**src/rtl/mips_ctrl_pkg.sv**
```systemverilog
// Shared constants and types for the multicycle MIPS control unit.
// Opcodes, funct codes, ALU codes, FSM states and datapath select codes.
package mips_ctrl_pkg;

  localparam logic [5:0] OP_RTYPE = 6'b000000;
  localparam logic [5:0] OP_LW    = 6'b100011;
  localparam logic [5:0] OP_SW    = 6'b101011;
  localparam logic [5:0] OP_BEQ   = 6'b000100;
  localparam logic [5:0] OP_ADDI  = 6'b001000;
  localparam logic [5:0] OP_J     = 6'b000010;

  localparam logic [5:0] FN_ADD = 6'b100000;
  localparam logic [5:0] FN_SUB = 6'b100010;
  localparam logic [5:0] FN_AND = 6'b100100;
  localparam logic [5:0] FN_OR  = 6'b100101;
  localparam logic [5:0] FN_SLT = 6'b101010;

  localparam logic [2:0] ALU_ADD = 3'b010;
  localparam logic [2:0] ALU_SUB = 3'b110;
  localparam logic [2:0] ALU_AND = 3'b000;
  localparam logic [2:0] ALU_OR  = 3'b001;
  localparam logic [2:0] ALU_SLT = 3'b111;

  localparam logic [1:0] SRCB_REGB   = 2'b00;
  localparam logic [1:0] SRCB_FOUR   = 2'b01;
  localparam logic [1:0] SRCB_IMM    = 2'b10;
  localparam logic [1:0] SRCB_IMM_SH = 2'b11;

  localparam logic [1:0] PCSRC_ALU    = 2'b00;
  localparam logic [1:0] PCSRC_ALUOUT = 2'b01;
  localparam logic [1:0] PCSRC_JUMP   = 2'b10;

  typedef enum logic [3:0] {
    S_FETCH    = 4'd0,
    S_DECODE   = 4'd1,
    S_MEMADR   = 4'd2,
    S_MEMREAD  = 4'd3,
    S_MEMWB    = 4'd4,
    S_MEMWRITE = 4'd5,
    S_EXECUTE  = 4'd6,
    S_ALUWB    = 4'd7,
    S_BRANCH   = 4'd8,
    S_ADDIEXEC = 4'd9,
    S_ADDIWB   = 4'd10,
    S_JUMP     = 4'd11
  } state_t;

  typedef enum logic [1:0] {
    ALUOP_ADD   = 2'd0,
    ALUOP_SUB   = 2'd1,
    ALUOP_FUNCT = 2'd2
  } alu_op_t;

endpackage

```
**src/rtl/multicycle_controller_alu_decoder.sv**
```systemverilog
// ALU control decode: fixed add/sub classes or funct-driven R-type ops.
// Unknown funct falls back to add.
module alu_decoder
  import mips_ctrl_pkg::*;
(
  input  alu_op_t     alu_op,
  input  logic [5:0]  funct,
  output logic [2:0]  alu_control
);

  always_comb begin
    alu_control = ALU_ADD;
    unique case (1'b1)
      (alu_op == ALUOP_SUB): alu_control = ALU_SUB;
      (alu_op == ALUOP_FUNCT): begin
        unique case (1'b1)
          (funct == FN_SUB): alu_control = ALU_SUB;
          (funct == FN_AND): alu_control = ALU_AND;
          (funct == FN_OR):  alu_control = ALU_OR;
          (funct == FN_SLT): alu_control = ALU_SLT;
          default:           alu_control = ALU_ADD;
        endcase
      end
      default: alu_control = ALU_ADD;
    endcase
  end

endmodule

```
**src/rtl/multicycle_controller.sv**
```systemverilog
// Moore FSM sequencing the shared multicycle MIPS datapath.
// Write enables are gated by rst_n so an async reset aborts any write at once.
module multicycle_controller
  import mips_ctrl_pkg::*;
#(
  parameter int INST_WIDTH = 32
) (
  input  logic                  clk,
  input  logic                  rst_n,
  input  logic [INST_WIDTH-1:0] instr,
  input  logic                  zero,
  output logic                  iord,
  output logic                  ir_write,
  output logic                  pc_write,
  output logic                  branch,
  output logic                  pc_en,
  output logic                  alu_src_a,
  output logic [1:0]            alu_src_b,
  output logic [2:0]            alu_control,
  output logic [1:0]            pc_src,
  output logic                  reg_dst,
  output logic                  mem_to_reg,
  output logic                  reg_write,
  output logic                  mem_write,
  output logic [3:0]            state
);

  state_t     state_q;
  state_t     state_d;
  alu_op_t    alu_op;
  logic [5:0] opcode;
  logic [5:0] funct;
  logic       ir_w;
  logic       pc_w;
  logic       br;
  logic       rw;
  logic       mw;
  logic       unused_instr_bits;

  assign opcode            = instr[31:26];
  assign funct             = instr[5:0];
  assign unused_instr_bits = ^instr[25:6];

  always_ff @(posedge clk or negedge rst_n) begin
    if (!rst_n) state_q <= S_FETCH;
    else        state_q <= state_d;
  end

  always_comb begin
    state_d    = S_FETCH;
    iord       = 1'b0;
    ir_w       = 1'b0;
    pc_w       = 1'b0;
    br         = 1'b0;
    rw         = 1'b0;
    mw         = 1'b0;
    alu_src_a  = 1'b0;
    alu_src_b  = SRCB_REGB;
    pc_src     = PCSRC_ALU;
    reg_dst    = 1'b0;
    mem_to_reg = 1'b0;
    alu_op     = ALUOP_ADD;
    unique case (state_q)
      S_FETCH: begin
        state_d   = S_DECODE;
        ir_w      = 1'b1;
        pc_w      = 1'b1;
        alu_src_b = SRCB_FOUR;
      end
      S_DECODE: begin
        alu_src_b = SRCB_IMM_SH;
        unique case (1'b1)
          (opcode == OP_LW),
          (opcode == OP_SW):    state_d = S_MEMADR;
          (opcode == OP_RTYPE): state_d = S_EXECUTE;
          (opcode == OP_BEQ):   state_d = S_BRANCH;
          (opcode == OP_ADDI):  state_d = S_ADDIEXEC;
          (opcode == OP_J):     state_d = S_JUMP;
          default:              state_d = S_FETCH;
        endcase
      end
      S_MEMADR: begin
        alu_src_a = 1'b1;
        alu_src_b = SRCB_IMM;
        if (opcode == OP_LW)      state_d = S_MEMREAD;
        else if (opcode == OP_SW) state_d = S_MEMWRITE;
        else                      state_d = S_FETCH;
      end
      S_MEMREAD: begin
        state_d = S_MEMWB;
        iord    = 1'b1;
      end
      S_MEMWB: begin
        rw         = 1'b1;
        mem_to_reg = 1'b1;
      end
      S_MEMWRITE: begin
        iord = 1'b1;
        mw   = 1'b1;
      end
      S_EXECUTE: begin
        state_d   = S_ALUWB;
        alu_src_a = 1'b1;
        alu_op    = ALUOP_FUNCT;
      end
      S_ALUWB: begin
        reg_dst = 1'b1;
        rw      = 1'b1;
      end
      S_BRANCH: begin
        alu_src_a = 1'b1;
        alu_op    = ALUOP_SUB;
        pc_src    = PCSRC_ALUOUT;
        br        = 1'b1;
      end
      S_ADDIEXEC: begin
        state_d   = S_ADDIWB;
        alu_src_a = 1'b1;
        alu_src_b = SRCB_IMM;
      end
      S_ADDIWB: rw = 1'b1;
      S_JUMP: begin
        pc_src = PCSRC_JUMP;
        pc_w   = 1'b1;
      end
      default: state_d = S_FETCH;
    endcase
  end

  alu_decoder u_alu_decoder (
    .alu_op      (alu_op),
    .funct       (funct),
    .alu_control (alu_control)
  );

  assign ir_write  = ir_w & rst_n;
  assign pc_write  = pc_w & rst_n;
  assign branch    = br & rst_n;
  assign pc_en     = (pc_w | (br & zero)) & rst_n;
  assign reg_write = rw & rst_n;
  assign mem_write = mw & rst_n;
  assign state     = state_q;

endmodule

```
**config.mk**
```make
export PLATFORM = sky130hd
export DESIGN_NAME = multicycle_controller
export DESIGN_NICKNAME = d
export VERILOG_FILES = /design/src/rtl/mips_ctrl_pkg.sv /design/src/rtl/multicycle_controller_alu_decoder.sv /design/src/rtl/multicycle_controller.sv
export SDC_FILE = /design/constraint.sdc
export NUM_CORES = 1
export LEC_CHECK = 0
export ABC_AREA = 1
export CAP_MARGIN = 20
export CORE_MARGIN = 4
export CORE_UTILIZATION = 33
export DETAILED_ROUTE_END_ITERATION = 16
export PLACE_DENSITY = 0.85
export SLEW_MARGIN = 20
export SYNTH_ARGS = -nofsm -noshare
export SYNTH_HDL_FRONTEND = slang
export SYNTH_HIERARCHICAL = 1
export SYNTH_SLANG_ARGS = --single-unit
```
**constraint.sdc**
```tcl
create_clock -name clk -period 3.95 [get_ports clk]
set_clock_uncertainty 0.1 [all_clocks]
set_input_delay 0.79 -clock clk [delete_from_list [all_inputs] [get_ports clk]]
set_output_delay 0.79 -clock clk [all_outputs]
set_load 0.05 [all_outputs]
```
==> impl_results.md, run 1 <==
- Pre-CTS setup slack: ~450 ps
- FF-to-FF Start: state[2]$_DFF_PN0_
- Register-to-Register Path Depth: 6
- Unrepaired setup endpoints after global routing: false
- Crit path largest cell delay: roughly 810 ps
- Leak: about 0.53 nW
- Post-synthesis cell area: 623 µm²
- Io pins: 56
- Cells after Synth: roughly 120
- Synthesis Warnings: 6
- CTS Root Cell: clkbuf_4
- Cell area after layout: between 1000 and 1500 µm²
- Post-synthesis sequential area ratio: 16.1%
- Cts repair resizes: 0
- Synth Register Bits: 4
- VDD IR max: between 0.3 and 0.4 mV
- Die height: roughly 51 µm
- Post-CTS Setup Inserts: 0
- Max-slew headroom: about two thirds
- Fraction of layout cells with a size suffix above 1: under 10%
- Worst Path Arrival: 2580 ps
- Die W: just over 50 µm
- Top-count cell post-synth: nor2_1
- Hold Crit Class: register to register
- CTS tree: yes
- Seq pwr share: between 10 and 15%
- CP endpoint: alu_control[0]
- Clock sinks: 4
- Pre-Repair DR Iteration Count: 4
- CP max FO: 6
- Critical Path End Type: output port
- Setup violators final: 0
- Max FFs per register: 4
- CTS hold repair buffers: 0
- Internal Power: between 0.15 and 0.2 mW
- Worst-case clock buffer depth: 2
- DP Area: 1000 µm²
- P per Cell Area: between 400 and 500 nW/µm²
- Most common library cells after synthesis: 35 x nor2_1, 29 x nand2_1, 27 x inv_1, 13 x nand3_1, 4 x dfrtp_1
- CP Launch Type: register
- Sw Share: around 58%
- Total grt overflow: 0
- First-pass GRT wire length: around 3000 µm
- ANT nets after route: 0
- Final Hold Vio Count: 0
- Synth Flop Type: dfrtp_1
- CP max-delay cell: clkdlybuf4s50_1
- Final nets: 201
- Vias: ~800
- Flop-to-flop setup slack: approximately 2700 ps
- DIE AREA: 2650 µm²
- Post-Route Utilization: 58.2%
- Comb power frac: between 70% and 80%
- Syn_nets: between 150 and 200
- Fmax: 0.288 GHz
- Fillers: between 150 and 200
- Tmin final: about 3500 ps
- Final WS setup: about 480 ps
- Crit path kind: register to output port
- H-tree Lvls: 1
- Total GRT Usage: between 10% and 20%
- DRC Markers: 0
- GPL Wtd Cong: ~0.87
- Async set or reset register ratio after synthesis: 100%
- Synth top area cells: nor2_1 21%, nand2_1 17%, inv_1 16%
- Final WL: 1750 µm
- Site Rows: 15
- DP HPWL: roughly 1500 µm
- # port buffers: 35
- Post-synth EDFFs: 0
- DRT iter0 DRCs: 19
- Synthesized area per cell: 5.02 µm²
- Tcrit/Tclk final: between 80% and 90%
- Area leader, netlist: nor2_1
- Vias in the first global route: 770
- Status: completed
- Power share of the clock group: approximately an eighth
- Critical Path Source: state[1]$_DFF_PN0_
- Synth top area share: between 20% and 30%
- Largest net degree at the start of global routing: 7
- Final setup TNS: 0 ps
- Starting density of the core: a little over a third
- Slew Limit Fails: 0
- Core area: around 1800 µm²
- Max_cap viols: 0
- Area delta synth->final: 64.9%
- DR WL/cell: 9.33 µm
- WP data required: 3060 ps
- Most used cell, CP: inv_1
- NetSw: ~0.25 mW
- DR vias/cell: roughly 4.4
- Reg2reg end: state[2]$_DFF_PN0_
- Crit path cell chain: nor2_1, inv_1, nor2_1, inv_1, ha_1, inv_1, nand2_1, a21oi_2, clkdlybuf4s50_1
- Initial antenna violation count: 0
- Netlist cell types: 16
- Clock slew at reported path FFs: ~40 ps
- Num CTS Buffers: 3
- Ant diodes: 0
- Worst slew pin tran: 518 ps
- Clk_lat worst skew: 240 ps
per-stage QoR:
step / power, mW / instances / hold WS (ps)
2_1_floorplan: 0.278 / 124 / 394
3_3_place_gp: 0.381 / 184 / 635
3_5_place_dp: 0.385 / 184 / 647
4_1_cts: 0.438 / 187 / 649
5_1_grt: 0.470 / 187 / 686
6_report: 0.436 / 187 / 647
power groups by stage:
stage               registers (mW)  clock network, mW  logic, mW
global placement            0.0626                  0      0.318
CTS                         0.0624             0.0532      0.322
detailed placement          0.0629                  0      0.322
finish                      0.0626             0.0520      0.321
global route                0.0649             0.0603      0.344
floorplan                   0.0914                  0      0.186
logic make-up (layout without fill, tap and decap cells):
logic type                 after synthesis  count (layout)  synth area share (%)
and+or+nand+nor                         84              84                  57.0
AOI/OAI and AO/OA                        6               6                  6.02
buffers and inverters                   28              66                  16.9
DFF                                      4               4                  16.1
adders and majority gates                2               2                  4.02
worst max-delay path, delay by kind of cell, from the launching register on:
| kind | cells | cell delay [ps] |
|---|---|---|
| AOI/OAI and AO/OA | 1 | 100 |
| and+or+nand+nor | 3 | 410 |
| DFF | 1 | 420 |
| buffers and inverters | 4 | 1080 |
| adders and majority gates | 1 | 320 |
cell usage in the layout (no fill, tap or decap):
master           synthesis  layout
a21oi_1                  1       1
nor3_1                   1       1
nand2_2                  1       1
o21ai_1                  1       1
nor2_2                   2       2
inv_1                   27      27
nand3b_1                 2       2
a21oi_2                  2       2
nand3_1                 13      13
ha_1                     2       2
clkdlybuf4s50_1          0      35
nor2_1                  35      35
inv_2                    1       1
dfrtp_1                  4       4
o21ai_0                  2       2
clkbuf_4                 0       3
nand2_1                 29      29
nor2_4                   1       1
routing by layer:
metal | up-vias | share of wire, % | GRT usage (%)
li1 | 447 | - | -
met1 | 344 | 42 | 16.5
met2 | 28 | 51 | 26.9
met3 | 0 | 6.9 | 4.66
met4 | 0 | 0 | 0
met5 | - | 0 | 0
cell type report:
cell class,instances,area (µm²),share of cell area (%)
Sequential cell,4,100,9.74
Clock buffer,3,22.5,2.19
Inverter,28,105,10.2
Timing Repair Buffer,35,350,34.1
Multi-Input combinational cell,92,418,40.7
Tap cell,25,31.3,3.05
how the worst min path moves through the flow:
stage,start,endpoint,slack [ps],depth (start not counted)
global route,rst_n,state[0]$_DFF_PN0_,690,1
detailed placement,state[2]$_DFF_PN0_,state[3]$_DFF_PN0_,650,5
CTS,state[2]$_DFF_PN0_,state[3]$_DFF_PN0_,650,5
finish,state[2]$_DFF_PN0_,state[3]$_DFF_PN0_,650,5
global placement,state[2]$_DFF_PN0_,state[3]$_DFF_PN0_,630,5
floorplan,rst_n,state[0]$_DFF_PN0_,390,0
(Power assumes the default switching activity.)
==> inputs of run 2 (changes only) <==
Settings changed: HOLD_SLACK_MARGIN set to 0.05.
==> results of run 2 <==
The final DEF is identical to that of run 1; final timing and power are the same.
==> inputs of run 3 (changes only) <==
--- a/constraint.sdc
+++ b/constraint.sdc
@@ -4,2 +4,2 @@
 set_output_delay 0.79 -clock clk [all_outputs]
-set_load 0.05 [all_outputs]
+set_load 0.02 [all_outputs]
==> results of run 3 <==
Same layout as run 1 (identical final DEF). Status: completed.
Main changes from that run: setup slack after placement 450 ps -> 649 ps; setup slack after layout 484 ps -> 683 ps; total power 0.436 mW -> 0.354 mW; worst IR drop on VDD 0.378 mV -> 0.322 mV
